[src/rtl/d_redu_arbiter.sv]
// Round-robin arbiter and tag sequencer sharing one pipelined Dilithium reducer
// among NUM_REQ requesters; results return tagged with the owner id.
module d_redu_arbiter #(
  parameter int unsigned NUM_REQ = 4,
  parameter int unsigned RED_LAT = 2,
  parameter int unsigned Q       = 8380417,
  parameter int unsigned IDW     = 2
) (
  input  logic                  clk,
  input  logic                  rst_n,
  input  logic                  issue_en,
  input  logic [NUM_REQ-1:0]    req_valid,
  input  logic [48*NUM_REQ-1:0] req_data,
  output logic [NUM_REQ-1:0]    req_ready,
  output logic                  red_in_valid,
  output logic [47:0]           red_in_data,
  input  logic [22:0]           red_out_data,
  output logic                  res_valid,
  output logic [IDW-1:0]        res_id,
  output logic [22:0]           res_data,
  output logic                  busy,
  output logic                  range_err,
  output logic                  op_err,
  input  logic                  err_clr
);

  localparam int unsigned OPW  = 48;
  localparam int unsigned RESW = 23;
  localparam int unsigned CW   = IDW + 1;
  localparam logic [RESW-1:0] Q_VAL   = RESW'(Q);
  localparam logic [IDW-1:0]  LAST_ID = IDW'(NUM_REQ - 1);
  localparam logic [CW-1:0]   N_VAL   = CW'(NUM_REQ);

  logic [IDW-1:0]     r_rr_ptr;
  logic [RED_LAT-1:0] r_tag_vld;
  logic [IDW-1:0]     r_tag_id [RED_LAT];
  logic               r_res_valid;
  logic [IDW-1:0]     r_res_id;
  logic [RESW-1:0]    r_res_data;
  logic               r_busy;
  logic               r_range_err;
  logic               r_op_err;

  logic [CW-1:0]      w_cand;
  logic               w_found;
  logic [IDW-1:0]     w_winner;
  logic               w_grant;
  logic [OPW-1:0]     w_op;
  logic [IDW-1:0]     w_next_ptr;
  logic               w_range_set;
  logic               w_op_set;

  // Rotating priority search starting at r_rr_ptr, wrapping past NUM_REQ-1.
  always_comb begin
    w_cand   = '0;
    w_found  = 1'b0;
    w_winner = '0;
    for (int unsigned k = 0; k < NUM_REQ; k++) begin
      w_cand = {1'b0, r_rr_ptr} + CW'(k);
      if (w_cand >= N_VAL) begin
        w_cand = w_cand - N_VAL;
      end
      if (!w_found && req_valid[w_cand[IDW-1:0]]) begin
        w_found  = 1'b1;
        w_winner = w_cand[IDW-1:0];
      end
    end
  end

  assign w_grant = issue_en & w_found;

  // One-hot grant and operand mux for the winner.
  always_comb begin
    req_ready = '0;
    w_op      = '0;
    if (w_grant) begin
      req_ready[w_winner] = 1'b1;
    end
    for (int unsigned i = 0; i < NUM_REQ; i++) begin
      if (w_winner == IDW'(i)) begin
        w_op = req_data[i*OPW +: OPW];
      end
    end
  end

  assign red_in_valid = w_grant;
  assign red_in_data  = w_grant ? w_op : '0;

  assign w_next_ptr  = (w_winner == LAST_ID) ? '0 : w_winner + IDW'(1);
  assign w_range_set = r_tag_vld[RED_LAT-1] & (red_out_data >= Q_VAL);
  assign w_op_set    = w_grant & (|w_op[OPW-1:OPW-2]);

  // Pointer, tag pipeline, result capture and sticky flags; set beats clear.
  always_ff @(posedge clk or negedge rst_n) begin
    if (!rst_n) begin
      r_rr_ptr    <= '0;
      r_tag_vld   <= '0;
      for (int unsigned k = 0; k < RED_LAT; k++) begin
        r_tag_id[k] <= '0;
      end
      r_res_valid <= 1'b0;
      r_res_id    <= '0;
      r_res_data  <= '0;
      r_busy      <= 1'b0;
      r_range_err <= 1'b0;
      r_op_err    <= 1'b0;
    end else begin
      if (w_grant) begin
        r_rr_ptr <= w_next_ptr;
      end
      r_tag_vld[0] <= w_grant;
      r_tag_id[0]  <= w_winner;
      for (int unsigned k = 1; k < RED_LAT; k++) begin
        r_tag_vld[k] <= r_tag_vld[k-1];
        r_tag_id[k]  <= r_tag_id[k-1];
      end
      if (r_tag_vld[RED_LAT-1]) begin
        r_res_valid <= 1'b1;
        r_res_id    <= r_tag_id[RED_LAT-1];
        r_res_data  <= red_out_data;
      end else begin
        r_res_valid <= 1'b0;
      end
      // Next-state busy: a new grant or anything still in the tag pipe.
      r_busy      <= w_grant | (|r_tag_vld);
      r_range_err <= w_range_set | (r_range_err & ~err_clr);
      r_op_err    <= w_op_set | (r_op_err & ~err_clr);
    end
  end

  assign res_valid = r_res_valid;
  assign res_id    = r_res_id;
  assign res_data  = r_res_data;
  assign busy      = r_busy;
  assign range_err = r_range_err;
  assign op_err    = r_op_err;

endmodule

[config.mk]
export PLATFORM = sky130hd
export DESIGN_NAME = d_redu_arbiter
export DESIGN_NICKNAME = d
export VERILOG_FILES = /design/src/rtl/d_redu_arbiter.sv
export SDC_FILE = /design/constraint.sdc
export NUM_CORES = 1
export LEC_CHECK = 0
export CAP_MARGIN = 40
export CORE_AREA = 2 2 120 122
export CTS_BUF_LIST = sky130_fd_sc_hd__clkbuf_8
export CTS_CLUSTER_DIAMETER = 60
export DETAILED_ROUTE_END_ITERATION = 6
export DIE_AREA = 0 0 122 124
export PLACE_DENSITY_LB_ADDON = 0.12
export SYNTH_ARGS = -nofsm -noshare
export SYNTH_HDL_FRONTEND = slang
export SYNTH_SLANG_ARGS = --single-unit
[constraint.sdc]
create_clock -name clk -period 7.66 [get_ports clk]
set_input_delay 1.532 -clock clk [delete_from_list [all_inputs] [get_ports clk]]
set_output_delay 1.532 -clock clk [all_outputs]
set_load 0.02 [all_outputs]
==> reports/metrics.cfg, run 1 <==
[final_layout]
layout-drive-gt1-share_pct=6.866
multi_input_area_mm2=0.001871
layout_common_cells=clkdlybuf4s50_1 (303), nand2_1 (54), inv_1 (52), a21oi_1 (50)
final_nets=897
fillers=1331
area_delta_synth_final_pct=105.8
antenna_cells=0
final_common_cell=clkdlybuf4s50_1
seqCellArea_um2=925.9

[clock_tree]
ctsResizeCount=0
root_buffer=clkbuf_8
cts-htree-levels=2
insertion_delay_ps=280
cts_tree=done
cts-buffers-inserted=5
post_cts_buffers=0
cts.clk_slew.worst_paths_ps=70
cts_buffer_depth=2
holdBufCountCts=0
cts.sinks=37

[synthesis]
seq_area_frac_synth_pct=29.59
synthCells=392
synthesis.area_mm2=0.003129
syn_nets=619
yosys_warnings=0
postSynthAreaPerCell_um2=7.983
ys_ff_latch=37
yosysUniqueCellTypes=32

[sta]
rsz0062_at_grt=no
finalCriticalPeriod_ps=6756
tightest_slew_ps=787.1
relSlewSlack_pct=47.53
finalSetupViolCount=0
max_freq_ghz=0.1480
fin_worst_skew_ps=2.080
tns_ps=0
drv_slew=0
setup_slack_ps=903.9
hold_viol_final=0
period_share_pct=88.20

[routing]
first_iter_violations=157
first_pass_iters=4
wirelength_um=14800
via_count=4093
wl_per_cell_um=17.41
ant_nets=0
drc=0
vias_per_cell=4.815

[setup_path]
timing.rr.end=op_err$_DFF_PN0_
cp.arrival_ps=5220
critPathCapture=red_in_data[29]
r2r_slack_ps=4880
timing.critical_path.from=req_valid[1]
slowest_stage=or4_1
r2r_cells=10
crit_fanout=25
crit_path_start_kind=input pin
worstSetupEndpointType=output pin
worstSetupPathType=in -> out
slowest_delay_ps=700
crit_chain=clkdlybuf4s50_1 -> or4_1 -> and2_1 -> ha_2 -> nor2b_4 -> buf_4 -> a221oi_1 -> a211o_1 -> a21oi_1 -> clkdlybuf4s50_1
cp_data_required_time_ps=6130
worst_path_most_repeated_cell=clkdlybuf4s50_1
r2r-start=r_rr_ptr[0]$_DFFE_PN0P_

[floorplan]
num_rows=43
die_area_mm2=0.01513
die_w_um=122
design.core.area_mm2=0.01372
fp.dieH_um=124
initial_core_util_pct=22.81
ioPinCount=305

[min_path]
hold_path.class=reg -> reg

[pwr]
pwr_density_cell_mw_per_mm2=251.9
p_leak_nw=2.595
peakVddDrop_uv=121.6

[flow_run]
cap_violations=0

[grt]
grt-ovfl-total=0
antenna_found_initial=1
grt_start_max_net_pins=75
grt.total_usage_pct=18.16
grt_pass1_wl_um=21580
first_global_vias=4128

[placement]
dp_slack_ps=876.2
port_buffers=304
dp_hpwl_um=11830
place.gp.congestion=0.8725

[status]
outcome=completed

synthesized netlist by cell type:
cell type  count  area share, %
o221ai_1       1           0.28
a22oi_1        1           0.24
o21ai_0        3           0.48
inv_2          1           0.12
buf_1          2           0.24
nand2b_1       3           0.60
nand4_1        3           0.60
a21oi_1       50            8.0
nand2_8        1           0.64
a221oi_1      47             13
a211o_1       47             13
ha_1           4            1.6
a21o_1         1           0.24
dfrtp_1       37             30
and3_1         4           0.80
mux2_2        25            9.0
nor4_1         2           0.40
nor3_1         2           0.32
o22ai_1        1           0.20
buf_2         12            1.9
clkbuf_1      26            3.1
or3_1          1           0.20
and2_1         1           0.20
nand2_1       54            6.5
nor2_1         4           0.48
nor2b_1        3           0.60
a221o_1        1           0.32
inv_1         51            6.1
or4_1          1           0.24
buf_4          1           0.24
nand3_1        1           0.16
o22a_1         1           0.28
power breakdown:
part / internal, mW / switching, mW
logic: 0.618 / 0.620
clock network: 0.0700 / 0.0617
registers: 0.232 / 0.0208
total: 0.919 / 0.703
metrics by stage:
stage | util, % | instances | instance area (um^2) | total power, mW | hold slack (ps)
after global routing | 46.95 | 850 | 6441 | 1.751 | 359.5
after CTS | 46.95 | 850 | 6441 | 1.650 | 354.3
final | 46.95 | 850 | 6441 | 1.622 | 350.3
after global placement | 45.92 | 841 | 6300 | 1.491 | 334.9
after floorplan | - | 392 | 3129 | 0.9794 | 331.2
after detailed placement | 46.32 | 843 | 6355 | 1.508 | 337.9
layout make-up:
class	instances	area share, %
clock buffer	6	1.282
clock inverter	1	0.05828
inverter	52	3.030
multi-input combinational	262	29.04
sequential	37	14.37
tap	180	3.497
timing repair buffer	312	48.72
layer usage:
metal / GRT usage (%) / up-vias / share of wire [%]
met2: 33.00 / 185 / 51
met3: 5.357 / 30 / 9.0
met5: 0 / - / 0.088
met1: 20.40 / 1883 / 37
li1: - / 1993 / -
met4: 5.747 / 2 / 3.0
worst min path at each step:
| stage | to | from | slack, ps | cells after the start |
|---|---|---|---|---|
| floorplan | r_tag_id[0]$_DFF_PN0_ | r_tag_id[2]$_DFF_PN0_ | 330 | 0 |
| global placement | r_tag_id[1]$_DFF_PN0_ | r_tag_id[3]$_DFF_PN0_ | 330 | 0 |
| detailed placement | r_tag_id[1]$_DFF_PN0_ | r_tag_id[3]$_DFF_PN0_ | 340 | 0 |
| CTS | r_tag_id[1]$_DFF_PN0_ | r_tag_id[3]$_DFF_PN0_ | 350 | 0 |
| global route | r_tag_id[1]$_DFF_PN0_ | r_tag_id[3]$_DFF_PN0_ | 360 | 0 |
| finish | r_tag_id[1]$_DFF_PN0_ | r_tag_id[3]$_DFF_PN0_ | 350 | 0 |
cell families (layout without fill, tap and decap cells):
family	count (synthesis)	in the layout	share of synthesized area (%)
AO/OA/AOI/OAI	153	153	36.35
adder cells (fa/ha/maj)	4	4	1.599
buffers and inverters	93	371	11.76
AND/OR/NAND/NOR	80	80	11.72
multiplexers	25	25	8.996
flip-flops	37	37	29.59
state kept, by name, summed over array words and instances (netlist names), 2 cells and up:
register	flops
r_rr_ptr	2
r_tag_id	4
r_tag_vld	2
res_data	23
res_id	2
critical path, delay by kind of cell:
kind	cells	cell delay, ps
adders and majority gates	1	220
buffers and inverters	3	1420
and+or+nand+nor	3	1470
AOI/OAI and AO/OA	3	550
No activity file was read; power rests on OpenSTA's default activity.
==> inputs of run 2 (changes only) <==
--- a/config.mk
+++ b/config.mk
@@ -5,6 +5,7 @@
 export SDC_FILE = /design/constraint.sdc
 export NUM_CORES = 1
 export LEC_CHECK = 0
+export ABC_CLOCK_PERIOD_IN_PS = 7660
 export CAP_MARGIN = 40
 export CORE_AREA = 2 2 120 122
 export CTS_BUF_LIST = sky130_fd_sc_hd__clkbuf_8
==> results of run 2 <==
The final DEF is identical to that of run 1; final timing and power are the same.
